`config.mk`:
```
export PLATFORM = sky130hd
export DESIGN_NAME = sb_config_loader
export DESIGN_NICKNAME = d
export VERILOG_FILES = /design/src/rtl/sb_cfg_pkg.sv /design/src/rtl/cfg_byte_assembler.sv /design/src/rtl/sb_config_loader.sv
export SDC_FILE = /design/constraint.sdc
export NUM_CORES = 1
export LEC_CHECK = 0
export CAP_MARGIN = 0
export CORE_ASPECT_RATIO = 0.7
export CORE_MARGIN = 5
export CORE_UTILIZATION = 53
export CTS_BUF_LIST = sky130_fd_sc_hd__clkbuf_8 sky130_fd_sc_hd__clkbuf_16
export CTS_CLUSTER_DIAMETER = 50
export DETAILED_ROUTE_END_ITERATION = 8
export PLACE_DENSITY = 0.89
export SKIP_LAST_GASP = 1
export SYNTH_ARGS = -nofsm -noshare
export SYNTH_HDL_FRONTEND = slang
export SYNTH_SLANG_ARGS = --single-unit
```
`constraint.sdc`:
```
create_clock -name clk -period 3.1 [get_ports clk]
set_input_delay 0.31 -clock clk [delete_from_list [all_inputs] [get_ports clk]]
set_output_delay 0.31 -clock clk [all_outputs]
set_load 0.02 [all_outputs]
```
`src/rtl/sb_cfg_pkg.sv`:
```
// Shared types and constants for the switch-box configuration loader.
// Pure declarations: no logic, no latency, no flow control.
package sb_cfg_pkg;

    typedef enum logic [1:0] {
        IDLE   = 2'd0,
        DATA   = 2'd1,
        COMMIT = 2'd2
    } state_t;

    localparam logic [7:0] END_ADDR       = 8'hFF;
    localparam int         BYTES_PER_WORD = 4;
    localparam int         CFG_W          = 32;

endpackage

```
`src/rtl/cfg_byte_assembler.sv`:
```
// Little-endian 8-to-32 lane register; word_next is the word including the byte being shifted now.
// Zero latency on word_next/last_byte; no backpressure of its own, the owner gates shift.
module cfg_byte_assembler
    import sb_cfg_pkg::*;
(
    input  logic             clk,
    input  logic             rst_n,
    input  logic             clear,
    input  logic             shift,
    input  logic [7:0]       data_byte,
    output logic [CFG_W-1:0] word_next,
    output logic             last_byte
);

    localparam int CNT_W = $clog2(BYTES_PER_WORD);

    logic [CNT_W-1:0] cnt;
    logic [CFG_W-1:0] word_q;

    // The incoming byte is merged combinationally so the owner can commit on the 4th byte's edge.
    always_comb begin
        word_next = word_q;
        word_next[{cnt, 3'b000} +: 8] = data_byte;
    end

    assign last_byte = (cnt == CNT_W'(BYTES_PER_WORD - 1));

    always_ff @(posedge clk or negedge rst_n) begin
        if (!rst_n) begin
            cnt    <= '0;
            word_q <= '0;
        end else if (clear) begin
            cnt    <= '0;
            word_q <= '0;
        end else if (shift) begin
            word_q <= word_next;
            cnt    <= cnt + 1'b1;
        end
    end

endmodule

```
`src/rtl/sb_config_loader.sv`:
```
// Byte-serial bitstream loader: address byte + 4 LE data bytes -> one-hot config_en pulse with config_data.
// config_en fires the cycle after the 4th data byte; in_ready drops for the commit cycle and forever after done.
module sb_config_loader
    import sb_cfg_pkg::*;
#(
    parameter int NUM_TILES = 16,
    parameter int DATA_W    = 32
) (
    input  logic                 clk,
    input  logic                 reset,
    input  logic [7:0]           in_byte,
    input  logic                 in_valid,
    output logic                 in_ready,
    output logic [DATA_W-1:0]    config_data,
    output logic [NUM_TILES-1:0] config_en,
    output logic                 done,
    output logic                 err,
    output logic [15:0]          words_loaded
);

    localparam logic [7:0] NT = 8'(NUM_TILES);

    state_t           state;
    logic [7:0]       addr_q;
    logic             drop_q;
    logic             xfer;
    logic [CFG_W-1:0] word_next;
    logic             last_byte;

    assign xfer = in_valid && in_ready;

    cfg_byte_assembler u_asm (
        .clk       (clk),
        .rst_n     (reset),
        .clear     ((state == IDLE) && xfer),
        .shift     ((state == DATA) && xfer),
        .data_byte (in_byte),
        .word_next (word_next),
        .last_byte (last_byte)
    );

    always_ff @(posedge clk or negedge reset) begin
        if (!reset) begin
            state        <= IDLE;
            in_ready     <= 1'b0;
            config_data  <= '0;
            config_en    <= '0;
            done         <= 1'b0;
            err          <= 1'b0;
            words_loaded <= '0;
            addr_q       <= '0;
            drop_q       <= 1'b0;
        end else begin
            config_en <= '0;
            case (state)
                IDLE: begin
                    in_ready <= !done;
                    if (xfer) begin
                        if (in_byte == END_ADDR) begin
                            done     <= 1'b1;
                            in_ready <= 1'b0;
                        end else begin
                            // Out-of-range frames are still consumed so the stream stays aligned.
                            addr_q <= in_byte;
                            drop_q <= !(in_byte < NT);
                            if (!(in_byte < NT)) begin
                                err <= 1'b1;
                            end
                            state <= DATA;
                        end
                    end
                end
                DATA: begin
                    if (xfer && last_byte) begin
                        if (drop_q) begin
                            state <= IDLE;
                        end else begin
                            state       <= COMMIT;
                            in_ready    <= 1'b0;
                            config_data <= DATA_W'(word_next);
                            for (int i = 0; i < NUM_TILES; i++) begin
                                config_en[i] <= (addr_q == 8'(i));
                            end
                            if (words_loaded != 16'hFFFF) begin
                                words_loaded <= words_loaded + 16'd1;
                            end
                        end
                    end
                end
                COMMIT: begin
                    state    <= IDLE;
                    in_ready <= 1'b1;
                end
                default: begin
                    state    <= IDLE;
                    in_ready <= 1'b0;
                end
            endcase
        end
    end

endmodule

```
==> summary.txt, run 1 <==
Pwr
  • Peak VDD IR: 0.489 mV
  • P per Cell Area: 823 nW/um^2
  • Leak: 2.68 nW

Yosys
  • Syn avg cell area: 11.4 um^2
  • Most instantiated cells after synthesis: dfrtp_1 (112), nor2_1 (79), a221oi_1 (33)
  • Seq/Total Area, Yosys: 59.9%
  • EDFF count, synth: 0
  • Cell count after synthesis: 409
  • Synth Net Count: 426
  • Synth Register Bits: 112
  • Cell type with the largest total area after synthesis: dfrtp_1
  • Ys flop type: dfrtp_1
  • Warning count from the yosys run: 0
  • Async SR Flop Fraction: 100%
  • Distinct cells, synth: 41
  • Synth top area cells: dfrtp_1 (60%), nor2_1 (6.3%), a221oi_1 (6.2%), a22o_1 (5.8%), xor2_1 (2.8%)
  • Most common cell in the synthesized netlist: dfrtp_1
  • Top cell type's share of synthesized area: 59.9%
  • Synth Cell Area: 4680 um^2

GRT
  • GR Util met1: 30.2%
  • Initial antenna violation count: 0
  • GRT Total Usage: 22.2%
  • M2 GR Usage: 35.7%
  • Vias in the first global route: 3606
  • Met3 usage: 4.73%
  • First-pass GRT wire length: 18600 um
  • Pin count of the biggest net entering global routing: 60
  • GRT overflow: 0
  • Most Crowded Layer GR: met2

Cells and area
  • Layout area overhead: 26.3%
  • Layout cell share with drive strength beyond 1: 9.20%
  • Multi-input gate area: 1720 um^2
  • Fillers: 631
  • Register Area: 2800 um^2
  • Nets: 501
  • Fin cells: 609
  • Diodes inserted: 0

CTS
  • CTS Buf Count: 9
  • Hold-fix buffers at CTS: 0
  • Root Driver: clkbuf_16
  • Post-CTS setup buffer count: 0
  • CTS max path bufs: 2
  • H-tree levels: 3
  • # resized after CTS: 0
  • Clk Latency, worst-skew pair: 0.34 ns
  • Clock transition at path regs: 0.07 ns
  • Sinks on the clock net: 112
  • CTS tree: done

Routing
  • Remaining DRCs: 0
  • Vias per std cell: 6.03
  • Wirelength per Cell: 18.7 um
  • Vias after detailed routing: 3674
  • First-pass iteration count of the detailed router: 5
  • Initial DRC Count: 266
  • Final ANT Viol Nets: 0
  • Routed Wire Length: 11400 um

STA
  • Hold Vio Cnt, Final: 0
  • Setup TNS: 0 ns
  • Slew HR: 50.8%
  • Fmax: 399 MHz
  • Tmin final: 2.50 ns
  • Worst Clk Skew: 0.00642 ns
  • RSZ-0062 raised after global routing: no
  • Period utilization: 80.8%
  • Slew @ Worst Pin: 0.738 ns
  • Final Max Tran Viols: 0
  • Setup WS post-layout: 0.595 ns
  • Final setup viols: 0

Floorplan
  • Die height: 88.6 um
  • Core area: 8550 um^2
  • Die area: 10800 um^2
  • DIE WIDTH: 122 um
  • I/O pin count: 78
  • Starting Density: 54.8%
  • # rows: 28

Critical path
  • Slowest-stage cell, CP: clkinv_1
  • Worst-path cell chain: ha_1, inv_1, or3_1, clkinv_1, buf_4, nor2_1, nor2_1
  • Reg-to-Reg End: config_data[3]$_DFFE_PN0P_
  • Reg2reg start: u_asm.cnt[0]$_DFFE_PN0P_
  • Worst Path Buf+Inv: 3
  • Max FO, Critical Path: 25
  • CP Launch Point: u_asm.cnt[0]$_DFFE_PN0P_
  • Critical Path RT: 3.33 ns
  • Startpoint Class: flop
  • Cell mode on critical path: nor2_1
  • CP arrival: 2.73 ns
  • Critical path's top delay family: buffers and inverters
  • Critical Path End Type: flop
  • Reg2reg setup slack: 0.60 ns
  • CP max stage delay: 0.58 ns
  • Reg2Reg Depth: 7
  • Setup CP Type: reg2reg

Run
  • Max-cap violations: 0

Placed design
  • Post-DP HPWL: 7730 um
  • Placed Cells: 593
  • IO buf count: 77
  • Post-Place Worst Slack: 0.564 ns
  • Placer Congestion: 0.863

Worst hold path
  • Worst hold path type: in2async

Status
  • Status: finished clean
-- per-layer routing --
metal | part of all wire, % | up-vias
li1 | - | 1643
met4 | 2.0 | 0
met2 | 47 | 185
met3 | 6.5 | 24
met1 | 45 | 1822
met5 | 0 | -
-- final cells by class --
type / instances / area share, %
timing repair buffer: 92 / 15.1
multi-input combinational: 261 / 29.1
clock inverter: 7 / 1.50
inverter: 8 / 0.508
tap: 120 / 2.54
sequential: 112 / 47.4
clock buffer: 9 / 3.81
-- cell families after synthesis --
| group | share of synthesized area [%] |
|---|---|
| simple gates | 16.6 |
| xor+xnor | 2.81 |
| compound gates | 14.1 |
| mux | 1.68 |
| flops | 59.9 |
| buf+inv | 3.37 |
| fa+ha+maj | 1.60 |
-- state kept, by name, indices dropped and copies added (netlist names), 2 cells and up --
register,count
u_asm.cnt,2
u_asm.word_q,32
words_loaded,16
config_en,16
addr_q,8
state,2
config_data,32
-- how the worst max path moves through the flow --
stage / endpoint / slack (ns) / cells past startpoint
after CTS: config_data[3]$_DFFE_PN0P_ / 0.59 / 7
after detailed placement: config_en[13]$_DFF_PN0_ / 0.56 / 6
after global placement: words_loaded[1]$_DFFE_PN0P_ / 0.70 / 6
after floorplan: u_asm.word_q[16]$_DFFE_PN0P_ / 0.93 / 8
final: config_data[3]$_DFFE_PN0P_ / 0.60 / 7
after global routing: config_data[11]$_DFFE_PN0P_ / 0.40 / 7
-- worst reg2reg max path: cells and delay by family, from the launching register on --
kind	cells	cell delay [ns]
buffers and inverters	3	1.27
flip-flops	1	0.49
AND/OR/NAND/NOR	3	0.34
adder cells (fa/ha/maj)	1	0.29
-- cells in the final DEF, fill, tap and decap left out, types with 2 or more instances in the layout --
cell	Yosys	layout
nor2_1	79	79
nor4_1	14	14
buf_4	1	15
nand3_1	6	6
clkdlybuf4s50_1	0	76
nand4_1	8	8
ha_1	6	6
o32a_1	2	2
and3_1	5	5
clkbuf_16	0	9
nand3b_1	5	5
nor3_1	7	7
o21ai_1	5	5
xor2_1	15	15
inv_1	6	6
a21o_1	2	2
nor3b_1	3	3
inv_6	0	2
and2_1	3	3
and4_1	2	2
a221oi_1	33	33
nor4bb_1	2	2
mux2_2	7	7
dfrtp_1	112	112
and2_0	2	2
nand2_1	11	11
a22o_1	31	31
nor2b_1	2	2
-- per-stage QoR --
| stage | hold slack, ns | total power, mW | utilization, % | cell area [um^2] |
|---|---|---|---|---|
| detailed placement | 0.422 | 3.68 | 65.5 | 5600 |
| global placement | 0.413 | 3.59 | 65.5 | 5600 |
| finish | 0.0274 | 4.87 | 69.2 | 5910 |
| CTS | 0.0495 | 4.89 | 69.2 | 5910 |
| floorplan | 0.0144 | 2.98 | - | 4680 |
| global route | 0.0788 | 5.11 | 69.2 | 5910 |
-- where the power goes --
part           leakage, nW  switching (mW)  total (mW)  internal (mW)
clock network        0.155           0.545        1.19          0.645
logic                 1.05           0.880        1.59          0.712
registers             1.48           0.288        2.08           1.80
total                 2.68            1.71        4.87           3.15
No activity file was read; power rests on OpenSTA's default activity.
==> run 2: changes to the inputs <==
--- a/config.mk
+++ b/config.mk
@@ -8,11 +8,11 @@
 export CAP_MARGIN = 0
 export CORE_ASPECT_RATIO = 0.7
 export CORE_MARGIN = 5
-export CORE_UTILIZATION = 53
+export CORE_UTILIZATION = 48
 export CTS_BUF_LIST = sky130_fd_sc_hd__clkbuf_8 sky130_fd_sc_hd__clkbuf_16
 export CTS_CLUSTER_DIAMETER = 50
 export DETAILED_ROUTE_END_ITERATION = 8
-export PLACE_DENSITY = 0.89
+export PLACE_DENSITY = 0.85
 export SKIP_LAST_GASP = 1
 export SYNTH_ARGS = -nofsm -noshare
 export SYNTH_HDL_FRONTEND = slang
==> constraint.sdc (replaced) <==
create_clock -name clk -period 2.3 [get_ports clk]
set_input_delay 0.23 -clock clk [delete_from_list [all_inputs] [get_ports clk]]
set_output_delay 0.23 -clock clk [all_outputs]
set_load 0.02 [all_outputs]
==> run 2 against run 1 <==
Compared with the run above:
- clock power up 31%
- design area up 1.2%
- non-clock buffer count up 8
- sequential power up 34%
- clock-buffer cell count up 2
- wire length down 0.63%
- final cell count up 2.3%
- die area up 9.4%
- largest cell class unchanged
==> summary.txt, run 2 (synthesis results as in run 1) <==
STA
  • Slew @ Worst Pin: 0.689 ns (-0.0490 ns)
  • Fmax: 470 MHz (+18%)
  • Tmin final: 2.13 ns (-0.378 ns)
  • Period utilization: 92.5% (+12 points)
  • Slew HR: 53.6% (+2.8 points)
  • Worst Clk Skew: 0.00799 ns (+0.00157 ns)
  • Final Max Tran Viols: 0 (unchanged)
  • Setup TNS: 0 ns (unchanged)
  • Hold slack: 0.476 ns (+0.448 ns)
  • RSZ-0062 raised after global routing: no
  • Final setup viols: 0 (unchanged)
  • Hold Vio Cnt, Final: 0 (unchanged)

GRT
  • GRT Total Usage: 20.3% (-1.9 points)
  • Vias in the first global route: 3689 (+2.3%)
  • Initial antenna violation count: 0 (unchanged)
  • GRT overflow: 0 (unchanged)
  • Pin count of the biggest net entering global routing: 113 (+88%)
  • First-pass GRT wire length: 19000 um (+2.4%)

Cells and area
  • Commonest non-fill, non-tap cells in the layout: dfrtp_1 (112), nor2_1 (79), clkdlybuf4s50_1 (76), a221oi_1 (33), a22o_1 (31)
  • Layout cell share with drive strength beyond 1: 10.7% (+1.5 points)
  • Layout area overhead: 27.8%
  • Most common cell after layout, fill and taps aside: dfrtp_1
  • Multi-input gate area: 1720 um^2 (+0.15%)
  • Diodes inserted: 0 (unchanged)
  • Register Area: 2800 um^2 (unchanged)
  • Fillers: 742 (+18%)
  • Nets: 509 (+1.6%)
  • Post-route cell area: 5980 um^2 (+1.2%)
  • Largest registers: config_data x32, u_asm.word_q x32

Critical path
  • Critical Path End Type: flop
  • Reg2reg start: u_asm.cnt[0]$_DFFE_PN0P_
  • Worst Path Buf+Inv: 3 (unchanged)
  • Critical path's top delay family: simple AND/OR/NAND/NOR gates
  • Setup CP Type: reg2reg
  • Critical Path RT: 2.53 ns (-0.80 ns)
  • Startpoint Class: flop
  • CP max stage delay: 0.39 ns (-0.19 ns)
  • Worst-path cell chain: buf_4, inv_1, ha_1, inv_2, and4_1, and2_2, a22o_1
  • Slowest-stage cell, CP: dfrtp_1
  • CP Launch Point: u_asm.cnt[0]$_DFFE_PN0P_
  • Max FO, Critical Path: 10 (-60%)
  • CP arrival: 2.36 ns (-0.37 ns)

CTS
  • Sinks on the clock net: 112 (unchanged)
  • H-tree levels: 3 (unchanged)
  • Root Driver: clkbuf_16
  • Post-CTS setup buffer count: 0 (unchanged)
  • CTS max path bufs: 2 (unchanged)
  • CTS Buf Count: 9 (unchanged)
  • Clk Latency, worst-skew pair: 0.35 ns (about the same)
  • CTS tree: done
  • Clock transition at path regs: 0.07 ns (about the same)

Placed design
  • Post-DP HPWL: 7680 um (-0.62%)
  • Placement Cell Area: 5670 um^2 (+1.3%)
  • Placer Congestion: 0.845 (-2.1%)
  • IO buf count: 77 (unchanged)

Routing
  • First-pass iteration count of the detailed router: 5 (unchanged)
  • Remaining DRCs: 0 (unchanged)
  • Initial DRC Count: 312 (+17%)
  • Routed Wire Length: 11300 um (-0.63%)
  • Vias per std cell: 5.82 (-3.5%)
  • Final ANT Viol Nets: 0 (unchanged)
  • Vias after detailed routing: 3628 (-1.3%)
  • Wirelength per Cell: 18.1 um (-2.9%)

Pwr
  • P per Cell Area: 1090 nW/um^2 (+33%)
  • PnR Total Power: 6.53 mW (+34%)
  • Leak: 2.72 nW (+1.3%)
  • Peak VDD IR: 0.780 mV (+60%)

Floorplan
  • I/O pin count: 78 (unchanged)
  • DIE WIDTH: 128 um (+4.7%)
  • Die height: 92.6 um (+4.5%)
  • Core area: 9610 um^2 (+12%)
  • Starting Density: 48.7% (-6.0 points)
  • Die area: 11900 um^2 (+9.4%)
  • # rows: 30 (+7.1%)

Status
  • Status: finished clean

Run
  • Max-cap violations: 0 (unchanged)

Worst hold path
  • Worst hold path type: in2async
-- run 2: cell types whose count changed in the layout (fill, tap and decap cells not counted), sizes merged --
| cell | delta |
|---|---|
| buf | +7 |
| clkinv | -2 |
| clkbuf | +2 |
| dlygate4sd3 | +1 |
| clkinvlp | +1 |
| inv | -3 |
-- run 2: report_power, final --
group	switching, mW	leakage (nW)	internal, mW
Clock	0.669	0.143	0.890
Combinational	1.20	1.10	0.994
Sequential	0.362	1.48	2.42
Total	2.23	2.72	4.31
-- run 2: path summary, 6_finish.rpt --
| kind | endpoint | slack (ns) | cells past startpoint |
|---|---|---|---|
| setup reg to reg | u_asm.word_q[11]$_DFFE_PN0P_ | 0.17 | 7 |
| setup / recovery | u_asm.word_q[11]$_DFFE_PN0P_ | 0.17 | 7 |
| max in group asynchronous | u_asm.word_q[2]$_DFFE_PN0P_ | 1.35 | 3 |
| min in group clk | err$_DFFE_PN0P_ | 0.48 | 1 |
| hold reg to reg | err$_DFFE_PN0P_ | 0.48 | 1 |
| hold / removal | config_en[11]$_DFF_PN0_ | 0.48 | 3 |
-- run 2: timing repair --
action	in CTS	in global routing
resized for setup	0	5
endpoints found under the setup margin	0	22
hold endpoints to repair	112	0
hold buffers	1	0
-- run 2: cell type report --
cell class	count	area share [%]
clock buffers	11	4.22
multi-input cells	261	28.8
inverters	8	0.502
well taps	128	2.68
clock inverters	3	0.711
flip-flops and latches	112	46.8
repair buffers	100	16.2
-- run 2: routing by layer --
layer / global-route usage [%] / vias to the layer above / part of all wire (%)
li1: - / 1656 / -
met1: 27.3 / 1814 / 44
met2: 32.8 / 141 / 47
met3: 5.19 / 17 / 7.6
met4: 5.57 / 0 / 1.5
met5: 0 / - / 0
-- run 2: worst min-delay path: cells and delay by family --
kind	cells	cell delay, ns
buffers and inverters	3	1.05
-- run 2: metrics by stage --
stage               std cells  setup WS, ns  utilization [%]
floorplan                 409         0.134                -
CTS                       623         0.105             62.2
global route              623        0.0140             62.3
global placement          608         0.221             59.0
finish                    623         0.173             62.3
detailed placement        608         0.155             59.0
